===== src/rtl/tbl_access_master.sv =====
// Initiator for the forwarding-table req/ack handshake: turns one software command
// into a single read or write request pulse and returns one response (data or timeout).
module tbl_access_master #(
  parameter int C_S_AXI_DATA_WIDTH = 32,
  parameter int TBL_ADDR_WIDTH     = 5,
  parameter int TIMEOUT_CYCLES     = 16
) (
  input  logic                          AXI_ACLK,
  input  logic                          reset,
  input  logic                          cmd_valid,
  output logic                          cmd_ready,
  input  logic                          cmd_write,
  input  logic [TBL_ADDR_WIDTH-1:0]     cmd_addr,
  input  logic [C_S_AXI_DATA_WIDTH-1:0] cmd_wdata,
  output logic                          rsp_valid,
  output logic                          rsp_error,
  output logic [C_S_AXI_DATA_WIDTH-1:0] rsp_rdata,
  output logic                          busy,
  output logic [31:0]                   timeout_count,
  input  logic                          cnt_clear,
  output logic                          tbl_rd_req,
  output logic                          tbl_wr_req,
  output logic [TBL_ADDR_WIDTH-1:0]     tbl_rd_addr,
  output logic [TBL_ADDR_WIDTH-1:0]     tbl_wr_addr,
  output logic [C_S_AXI_DATA_WIDTH-1:0] tbl_wr_data,
  input  logic [C_S_AXI_DATA_WIDTH-1:0] tbl_rd_data,
  input  logic                          tbl_rd_ack,
  input  logic                          tbl_wr_ack
);

  localparam logic [7:0] WAIT_LAST = 8'(TIMEOUT_CYCLES - 1);

  typedef enum logic [1:0] {
    IDLE  = 2'd0,
    ISSUE = 2'd1,
    WAIT  = 2'd2
  } state_t;

  state_t     state;
  state_t     state_next;
  logic       op_write;
  logic [7:0] wait_cnt;
  logic       accept;
  logic       ack_match;
  logic       timeout_hit;

  // Only the ack that matches the outstanding operation ends WAIT; an ack wins over timeout.
  always_comb begin
    state_next  = state;
    accept      = 1'b0;
    ack_match   = 1'b0;
    timeout_hit = 1'b0;
    case (state)
      IDLE: begin
        if (cmd_valid && cmd_ready) begin
          accept     = 1'b1;
          state_next = ISSUE;
        end
      end
      ISSUE: state_next = WAIT;
      WAIT: begin
        ack_match = op_write ? tbl_wr_ack : tbl_rd_ack;
        if (ack_match) begin
          state_next = IDLE;
        end else if (wait_cnt == WAIT_LAST) begin
          timeout_hit = 1'b1;
          state_next  = IDLE;
        end
      end
      default: state_next = IDLE;
    endcase
  end

  always_ff @(posedge AXI_ACLK) begin
    if (reset) state <= IDLE;
    else       state <= state_next;
  end

  always_ff @(posedge AXI_ACLK) begin
    if (reset) begin
      cmd_ready     <= 1'b1;
      rsp_valid     <= 1'b0;
      rsp_error     <= 1'b0;
      rsp_rdata     <= '0;
      busy          <= 1'b0;
      timeout_count <= '0;
      tbl_rd_req    <= 1'b0;
      tbl_wr_req    <= 1'b0;
      tbl_rd_addr   <= '0;
      tbl_wr_addr   <= '0;
      tbl_wr_data   <= '0;
      op_write      <= 1'b0;
      wait_cnt      <= '0;
    end else begin
      tbl_rd_req <= 1'b0;
      tbl_wr_req <= 1'b0;
      rsp_valid  <= 1'b0;
      rsp_error  <= 1'b0;

      if (accept) begin
        op_write  <= cmd_write;
        cmd_ready <= 1'b0;
        busy      <= 1'b1;
        if (cmd_write) begin
          tbl_wr_addr <= cmd_addr;
          tbl_wr_data <= cmd_wdata;
          tbl_wr_req  <= 1'b1;
        end else begin
          tbl_rd_addr <= cmd_addr;
          tbl_rd_req  <= 1'b1;
        end
      end

      if (state == ISSUE)     wait_cnt <= '0;
      else if (state == WAIT) wait_cnt <= wait_cnt + 8'd1;

      if (ack_match) begin
        rsp_valid <= 1'b1;
        cmd_ready <= 1'b1;
        busy      <= 1'b0;
        if (!op_write) rsp_rdata <= tbl_rd_data;
      end

      if (timeout_hit) begin
        rsp_valid <= 1'b1;
        rsp_error <= 1'b1;
        rsp_rdata <= '0;
        cmd_ready <= 1'b1;
        busy      <= 1'b0;
      end

      // A software clear beats a coincident timeout increment.
      if (cnt_clear)
        timeout_count <= '0;
      else if (timeout_hit && (timeout_count != 32'hFFFF_FFFF))
        timeout_count <= timeout_count + 32'd1;
    end
  end

endmodule


===== config.mk =====
export PLATFORM = sky130hd
export DESIGN_NAME = tbl_access_master
export DESIGN_NICKNAME = d
export VERILOG_FILES = /design/src/rtl/tbl_access_master.sv
export SDC_FILE = /design/constraint.sdc
export NUM_CORES = 1
export LEC_CHECK = 0
export BUFFER_PORTS_ARGS = -buffer_cell sky130_fd_sc_hd__clkbuf_2
export CORE_UTILIZATION = 52
export DETAILED_ROUTE_END_ITERATION = 8
export PLACE_DENSITY = 0.94
export SETUP_SLACK_MARGIN = 0.05
export SYNTH_ARGS = -nofsm -noshare
export SYNTH_HDL_FRONTEND = slang
export SYNTH_SLANG_ARGS = --single-unit

===== constraint.sdc =====
create_clock -name AXI_ACLK -period 4.3 [get_ports AXI_ACLK]
set_input_delay 1.29 -clock AXI_ACLK [delete_from_list [all_inputs] [get_ports AXI_ACLK]]
set_output_delay 1.29 -clock AXI_ACLK [all_outputs]
set_load 0.1 [all_outputs]

==> summary.txt, run 1 <==
Outcome
  • Status: completed

Yosys
  • Main synth FF type: dfxtp_1
  • Sequential element share of the synthesized area: approximately 51%
  • Ys async rst share: 0%
  • Synth top area cells: dfxtp_1 51%, nand2_1 13%, a21oi_1 10%
  • #FFs+latches synth: 123
  • Post-Syn Instances: about 600
  • Synth cell types: 50
  • Number of flops mapped to enable cells by yosys: 0
  • Syn Nets: between 600 and 700
  • Cell area after synthesis: between 0.004 and 0.005 mm^2
  • Synth area leader: dfxtp_1
  • Synth warn: 0
  • Synth top area share: between 50% and 60%
  • Post-Syn Area per Cell: about 8.1 um^2

Die
  • Num rows: 34
  • Die area: just under 0.01 mm^2
  • Die span in x: roughly 99 um
  • Die Y: a little under 100 um
  • Initial cell density of the core: about 55%
  • Core area: approximately 0.0089 mm^2
  • I/O pins: 188

Final layout
  • Fin cells: ~900
  • ANT cells: 0
  • Final Net Count: about 860
  • Most common cell after layout, fill and taps aside: clkbuf_2
  • Layout cells sized above 1: a little under a third
  • Highest-count cells in the layout ignoring fill and taps: 187 x clkbuf_2, 172 x nand2_1, 123 x dfxtp_1
  • Filler cell count: slightly above 600
  • Layout area overhead: 33.2%

Critical path
  • Critical setup path kind: register to output pin
  • CP max-delay cell: clkbuf_2
  • Stages on worst setup path: 1
  • Crit. Startpoint: timeout_count[10]
  • Critical Path, Cell by Cell: clkbuf_2
  • R2R Setup Slk: 1770 ps
  • Crit-path max cell delay: 520 ps
  • Required time of the critical path: between 3000 and 4000 ps
  • Crit path DAT: between 1000 and 1500 ps
  • Critical path's top delay family: buffers and inverters
  • Crit end category: output pin
  • Worst reg2reg endpoint: timeout_count[3]
  • R2r startpoint: timeout_count[14]
  • Startpoint Class: register
  • Critical path buffers and inverters: 1
  • Register-to-Register Path Depth: 5
  • Crit Path Max Fanout: 7

Power
  • Clk pwr share: 49.5%
  • Comb power frac: roughly an eighth
  • Total power: about 0.0031 W
  • Switching Fraction: 27.5%
  • Max VDD drop: between 300 and 400 uV
  • P_leak: around 2.7 nW
  • Sw Pwr: 0.000857 W
  • Internal: around 0.0023 W
  • P per Cell Area: just under 500 mW/mm^2
  • Sequential share of power: 38.2%

Placed design
  • DP Worst Slack: 1160 ps
  • Placed cells: roughly 870
  • RD Place Congestion: about 0.84
  • Port bufs: roughly 190
  • DP HPWL: about 9.0 mm

Timing
  • Part of the cycle the worst path needs: between 60 and 70%
  • Setup Skew: between 9 and 10 ps
  • Final setup fails: 0
  • Final WS setup: 1550 ps
  • Setup_tns: 0 ps
  • Min Tclk post-route: 2750 ps
  • Max_slew headroom: between 10% and 20%
  • Final Hold Viols: 0
  • F_max: about 0.36 GHz
  • Slew Viols, Final: 0
  • Hold_ws: around 460 ps
  • RSZ-0062 raised after global routing: no
  • Worst-Margin Slew: ~1200 ps

Clock network
  • Sinks on Clock Net: about 120
  • CTS tree: built
  • Clock transition at the registers of the reported paths: 60 ps
  • Clock latency on the worst-skew pair: 500 ps
  • Post-CTS sizing: 0
  • Clk root buf: clkbuf_8
  • Max Root-Sink Buffers: 2
  • CTS buffer count: 17
  • H-tree level count: 4
  • CTS Hold Bufs: 0
  • Post-CTS setup buffer count: 0

Global routing
  • Initial antenna violation count: 0
  • Total grt overflow: 0
  • First-pass GRT wire length: roughly 21 mm
  • Largest net degree at the start of global routing: 47
  • All-Layer GR Usage: between 20% and 30%
  • Vias in the first global route: 4732

Flow run
  • Max-cap violations: 0

Min path
  • Hold Crit Endpoint: tbl_wr_data[27]
  • WHS Path Cells: 2
  • Hold_sp: tbl_wr_data[27]
  • Worst hold path type: register to register

Route
  • Residual DRC: 0
  • Count of TritonRoute iterations in the first routing pass: 4
  • Drt wl/cell: around 14 um
  • Vias per cell: ~5.5
  • 1st-iter DRT viols: approximately 220
  • DRT Wirelength: approximately 13 mm
  • DR vias: 4895
  • Post-route ant nets: 0
[kinds of logic (layout without fill, tap and decap cells)]
logic type                 after synthesis  after routing  share of synthesized area, %
adders and majority gates                2              2                         0.515
AOI/OAI and AO/OA                      140            140                          15.5
and+or+nand+nor                        288            288                          28.0
DFF                                    123            123                          50.7
buffers and inverters                   37            224                          3.06
xor gates and xnor gates                 9              9                          1.62
muxes                                    3              3                         0.644
[worst max-delay path by stage]
stage                         to  slack [ps]
6_report       timeout_count[10]        1550
5_1_grt            rsp_rdata[13]        1500
4_1_cts        timeout_count[10]        1540
3_5_place_dp        rsp_rdata[7]        1160
3_3_place_gp        rsp_rdata[9]        1280
2_1_floorplan  timeout_count[29]        1550
[power groups by stage]
stage | sequential, W | combinational, W | clock (W)
2_1_floorplan | 0.00143 | 0.0000854 | 0
3_3_place_gp | 0.00121 | 0.000377 | 0
3_5_place_dp | 0.00122 | 0.000383 | 0
4_1_cts | 0.00119 | 0.000385 | 0.00156
5_1_grt | 0.00119 | 0.000405 | 0.00161
6_report | 0.00119 | 0.000384 | 0.00154
[layer usage]
layer  share of wire, %  GRT usage [%]  vias up
met5                  0              0        -
li1                   -              -     2418
met4                1.9           10.8        0
met2                 52           47.8      199
met1                 39           28.6     2256
met3                7.1           8.51       22
[synthesized netlist by cell type, types with 7 or more instances]
master	number
nand2_1	172
dfxtp_1	123
a21oi_1	100
clkbuf_1	25
nor2_1	23
nand3_1	18
or3_1	17
o21ai_0	16
and3_1	8
nand4_1	8
or4_1	7
[metrics by stage]
step | instance area, um^2 | util (%)
2_1_floorplan | 4860 | -
3_3_place_gp | 5830 | 65.5
3_5_place_dp | 5830 | 65.5
4_1_cts | 6470 | 72.8
5_1_grt | 6470 | 72.8
6_report | 6470 | 72.8
[sequential cells by signal, summed over array words and instances, names as in the netlist]
| name | flops |
|---|---|
| tbl_wr_req | 1 |
| rsp_error | 1 |
| tbl_rd_addr | 5 |
| op_write | 1 |
| rsp_rdata | 32 |
| rsp_valid | 1 |
| tbl_wr_addr | 5 |
| busy | 1 |
| tbl_wr_data | 32 |
| tbl_rd_req | 1 |
| wait_cnt | 8 |
| timeout_count | 32 |
| state | 2 |
| cmd_ready | 1 |
[area by class of cell]
| class | instances | area (um^2) | share of cell area [%] |
|---|---|---|---|
| well taps | 108 | 135 | 2.09 |
| repair buffers | 190 | 958 | 14.8 |
| clock inverters | 13 | 215 | 3.33 |
| flip-flops and latches | 123 | 2460 | 38.1 |
| clock buffers | 18 | 428 | 6.61 |
| inverters | 3 | 11.3 | 0.174 |
| multi-input cells | 442 | 2260 | 34.9 |
(Power assumes the default switching activity.)
==> inputs of run 2 (changes only) <==
CORE_UTILIZATION = 44   (was 52)
PLACE_DENSITY = 0.86   (was 0.94)
clock period = 2.3 ns   (was 4.3 ns; I/O delays follow)
==> summary.txt, run 2 (same netlist as run 1, synthesis figures left out) <==
Power
  • P per Cell Area: between 800 and 900 mW/mm^2
  • Max VDD drop: 495 uV
  • P_leak: approximately 2.8 nW

Route
  • Vias per cell: ~5
  • 1st-iter DRT viols: about 270
  • Count of TritonRoute iterations in the first routing pass: 4
  • Residual DRC: 0
  • DR vias: 4878
  • Post-route ant nets: 0
  • Drt wl/cell: around 13 um
  • DRT Wirelength: 12.6 mm

Outcome
  • Status: completed

Critical path
  • Critical setup path kind: register to register
  • Crit path DAT: roughly 2600 ps
  • Critical path buffers and inverters: 0
  • Required time of the critical path: around 2700 ps
  • Startpoint Class: register
  • Crit-path max cell delay: 490 ps
  • Critical Path, Cell by Cell: ha_1 > nand4b_2 > nand2b_4 > or4_4 > or4_1 > a21oi_1
  • Crit Path Max Fanout: 4
  • CP max-delay cell: or4_4
  • Critical path's top delay family: simple AND/OR/NAND/NOR gates
  • Crit end category: register

Timing
  • Max_slew headroom: ~61%
  • Part of the cycle the worst path needs: 93.2%
  • Worst-Margin Slew: about 580 ps
  • Final WS setup: between 150 and 200 ps
  • Final Hold Viols: 0
  • RSZ-0062 raised after global routing: no
  • Min Tclk post-route: 2140 ps
  • Slew Viols, Final: 0
  • Setup Skew: around 11 ps
  • Final setup fails: 0
  • F_max: around 0.47 GHz
  • Setup_tns: 0 ps

Clock network
  • Post-CTS sizing: 0
  • Max Root-Sink Buffers: 2
  • CTS tree: built
  • Clock latency on the worst-skew pair: slightly above 500 ps
  • CTS buffer count: 17
  • Sinks on Clock Net: ~120
  • H-tree level count: 4
  • CTS Hold Bufs: 0
  • Clock transition at the registers of the reported paths: 60 ps
  • Clk root buf: clkbuf_8
  • Post-CTS setup buffer count: 0

Final layout
  • Highest-count cells in the layout ignoring fill and taps: 187 x clkbuf_2, 172 x nand2_1, 100 x a21oi_1
  • ANT cells: 0
  • Final Net Count: ~880
  • Top flop regs: rsp_rdata (32), tbl_wr_data (32), timeout_count (32)
  • Most common cell after layout, fill and taps aside: clkbuf_2
  • Layout area overhead: 37.0%
  • Filler cell count: 960
  • Layout cells sized above 1: between 30% and 40%

Min path
  • Worst hold path type: input pin to register

Die
  • Die area: 0.0115 mm^2
  • Num rows: 38
  • Die Y: between 100 and 150 um
  • I/O pins: approximately 190
  • Initial cell density of the core: approximately 45%
  • Die span in x: approximately 110 um
  • Core area: roughly 0.011 mm^2

Global routing
  • Initial antenna violation count: 0
  • Largest net degree at the start of global routing: 55
  • Vias in the first global route: 4414
  • Total grt overflow: 0
  • All-Layer GR Usage: roughly 22%
  • GRT met3 Usage: under 10%
  • Met2 GRT Util: 36.3%
  • First-pass GRT wire length: just over 20 mm
  • GR Util met1: 26.5%
  • GR peak layer: met2

Placed design
  • Port bufs: ~190
  • DP Worst Slack: -96.1 ps
  • DP HPWL: between 8 and 9 mm
  • RD Place Congestion: 0.838

Flow run
  • Max-cap violations: 0
-- run 2: final timing paths --
check	startpoint	end	slack, ps	cells after the start
worst min register to register	rsp_rdata[24]	rsp_rdata[24]	450	2
worst max-delay path	wait_cnt[0]	timeout_count[29]	160	6
worst max register to register	wait_cnt[0]	timeout_count[29]	160	6
worst min-delay path	cmd_wdata[11]	tbl_wr_data[11]	400	3
-- run 2: power by group --
part / internal (W) / total (W) / switching (W)
logic: 0.000147 / 0.000735 / 0.000588
clock network: 0.00147 / 0.00253 / 0.00105
registers: 0.00219 / 0.00222 / 0.0000343
total: 0.00381 / 0.00548 / 0.00168
-- run 2: area by class of cell --
type,count,area [um^2],area share [%]
well taps,140,175,2.63
clock inverters,15,158,2.37
clock buffers,17,414,6.22
multi-input cells,442,2260,33.9
inverters,3,11.3,0.169
flip-flops and latches,123,2510,37.8
repair buffers,212,1120,16.9
-- run 2: worst reg2reg max path, stage by stage (launching register included) --
cell and delay [ps]:
dfxtp_1 370, ha_1 240, nand4b_2 150, nand2b_4 180, or4_4 490, or4_1 470, a21oi_1 170
-- run 2: layer usage --
metal / wire (um) / vias up / share of wire, %
met5: 0 / - / 0
met4: 203 / 0 / 1.6
li1: - / 2469 / -
met3: 781 / 20 / 6.2
met1: 5510 / 2229 / 44
met2: 6060 / 160 / 48
-- run 2: metrics by stage --
stage | area (um^2) | util, % | power, W | instances | hold slack [ps]
6_report | 6660 | 61.7 | 0.00548 | 952 | 398
5_1_grt | 6660 | 61.7 | 0.00570 | 952 | 367
4_1_cts | 6660 | 61.7 | 0.00553 | 952 | 377
3_5_place_dp | 6080 | 56.4 | 0.00300 | 920 | 446
3_3_place_gp | 6080 | 56.4 | 0.00299 | 920 | 441
2_1_floorplan | 4910 | - | 0.00282 | 602 | 454
==> inputs of run 3 (changes only) <==
PLACE_DENSITY = not set   (was 0.86)
PLACE_DENSITY_LB_ADDON = 0.15   (was not set)
==> summary.txt, run 3 (same netlist as run 1, synthesis figures left out) <==
Route
  • Post-route ant nets: 0
  • DR vias: ~4800
  • DRT Wirelength: roughly 13 mm
  • Count of TritonRoute iterations in the first routing pass: 4
  • Drt wl/cell: 13.4 um
  • Residual DRC: 0
  • Vias per cell: ~5.1
  • 1st-iter DRT viols: between 200 and 250

Clock network
  • Post-CTS setup buffer count: 0
  • Clock transition at the registers of the reported paths: approximately 60 ps
  • Clk root buf: clkbuf_8
  • Sinks on Clock Net: ~120
  • CTS Hold Bufs: 0
  • Clock latency on the worst-skew pair: roughly 510 ps
  • CTS buffer count: 17
  • H-tree level count: 4
  • Post-CTS sizing: 0
  • Max Root-Sink Buffers: 2
  • CTS tree: built

Critical path
  • Register-to-Register Path Depth: 6
  • Worst reg2reg endpoint: timeout_count[29]
  • R2R Setup Slk: roughly 160 ps
  • Crit path DAT: 2570 ps
  • Startpoint Class: register
  • Crit end category: register
  • Critical setup path kind: register to register
  • R2r startpoint: wait_cnt[0]
  • Required time of the critical path: around 2700 ps
  • Crit Path Max Fanout: 4

Timing
  • Final setup fails: 0
  • Final WS setup: 163 ps
  • Final Hold Viols: 0
  • F_max: around 0.47 GHz
  • Max_slew headroom: 61.8%
  • Min Tclk post-route: roughly 2100 ps
  • Setup_tns: 0 ps
  • Worst-Margin Slew: approximately 580 ps
  • Setup Skew: between 6 and 7 ps
  • RSZ-0062 raised after global routing: no
  • Part of the cycle the worst path needs: 92.9%
  • Slew Viols, Final: 0
  • Hold_ws: 397 ps

Global routing
  • All-Layer GR Usage: roughly 23%
  • Largest net degree at the start of global routing: 38
  • First-pass GRT wire length: ~21 mm
  • Vias in the first global route: 4534
  • Total grt overflow: 0
  • Initial antenna violation count: 0

Power
  • Internal: about 0.0040 W
  • P per Cell Area: around 830 mW/mm^2
  • Switching Fraction: between 20 and 30%
  • Clk pwr share: around 47%
  • Max VDD drop: between 400 and 500 uV
  • Sequential share of power: about two fifths
  • Comb power frac: approximately an eighth
  • Sw Pwr: ~0.0016 W
  • P_leak: approximately 2.8 nW

Final layout
  • Layout cells sized above 1: a little over a third
  • Final instance area: roughly 0.0067 mm^2
  • Highest-count cells in the layout ignoring fill and taps: 187 x clkbuf_2, 172 x nand2_1, 100 x a21oi_1
  • ANT cells: 0
  • Most common cell after layout, fill and taps aside: clkbuf_2
  • Layout area overhead: 37.4%
  • Filler cell count: slightly below 1000
  • Top flop regs: rsp_rdata (32), tbl_wr_data (32), timeout_count (32)
  • Final Net Count: just under 900

Min path
  • Worst hold path type: input pin to register
  • WHS Path Cells: 3
  • Hold_sp: cmd_wdata[1]
  • Hold Crit Endpoint: tbl_wr_data[1]

Die
  • Num rows: 38
  • Initial cell density of the core: 45.0%
  • Die span in x: about 110 um
  • Core area: roughly 0.011 mm^2
  • I/O pins: roughly 190
  • Die Y: approximately 110 um
  • Die area: 0.0115 mm^2

Placed design
  • DP Area: around 0.006 mm^2
  • Port bufs: about 190
  • RD Place Congestion: between 0.8 and 0.9
  • DP HPWL: 9.10 mm
  • DP Worst Slack: -27.3 ps

Flow run
  • Max-cap violations: 0

Outcome
  • Status: completed
-- run 3: worst max-delay path by stage --
stage	slack (ps)	end	from
global placement	-10	timeout_count[29]	tbl_rd_ack
finish	160	timeout_count[29]	wait_cnt[0]
CTS	150	timeout_count[29]	wait_cnt[0]
detailed placement	-30	timeout_count[29]	tbl_rd_ack
global route	50	timeout_count[29]	wait_cnt[0]
floorplan	60	timeout_count[29]	timeout_count[8]
-- run 3: metal layers --
metal	up-vias	GRT usage (%)	part of all wire (%)
met5	-	0	0
met4	0	10.4	2.5
met3	25	8.39	7.6
met2	154	36.8	47
met1	2214	26.6	43
li1	2456	-	-
-- run 3: final cells by class --
class,instances,area [um^2],area share (%)
Timing Repair Buffer,208,1120,16.8
Clock inverter,9,109,1.63
Sequential cell,123,2510,37.7
Inverter,3,11.3,0.169
Clock buffer,23,478,7.16
Multi-Input combinational cell,442,2270,34.0
Tap cell,140,175,2.62
-- run 3: power by group through the flow --
| stage | clock (W) | sequential [W] | combinational, W |
|---|---|---|---|
| after global routing | 0.00275 | 0.00223 | 0.000779 |
| after detailed placement | 0 | 0.00227 | 0.000739 |
| after CTS | 0.00265 | 0.00222 | 0.000740 |
| after floorplan | 0 | 0.00266 | 0.000160 |
| final | 0.00260 | 0.00222 | 0.000736 |
| after global placement | 0 | 0.00226 | 0.000731 |
-- run 3: worst max-delay path: stages, from the launching register on --
cell and delay, ps:
dfxtp_1 370, ha_1 260, nand4b_2 150, nand2b_4 180, or4_4 490, or4_1 470, a21oi_1 150
-- run 3: metrics by stage --
step           std cells  power (W)  util, %
6_report             948    0.00556     61.9
5_1_grt              948    0.00576     61.9
4_1_cts              948    0.00562     61.8
3_5_place_dp         916    0.00300     56.3
3_3_place_gp         916    0.00299     56.3
2_1_floorplan        602    0.00282        -
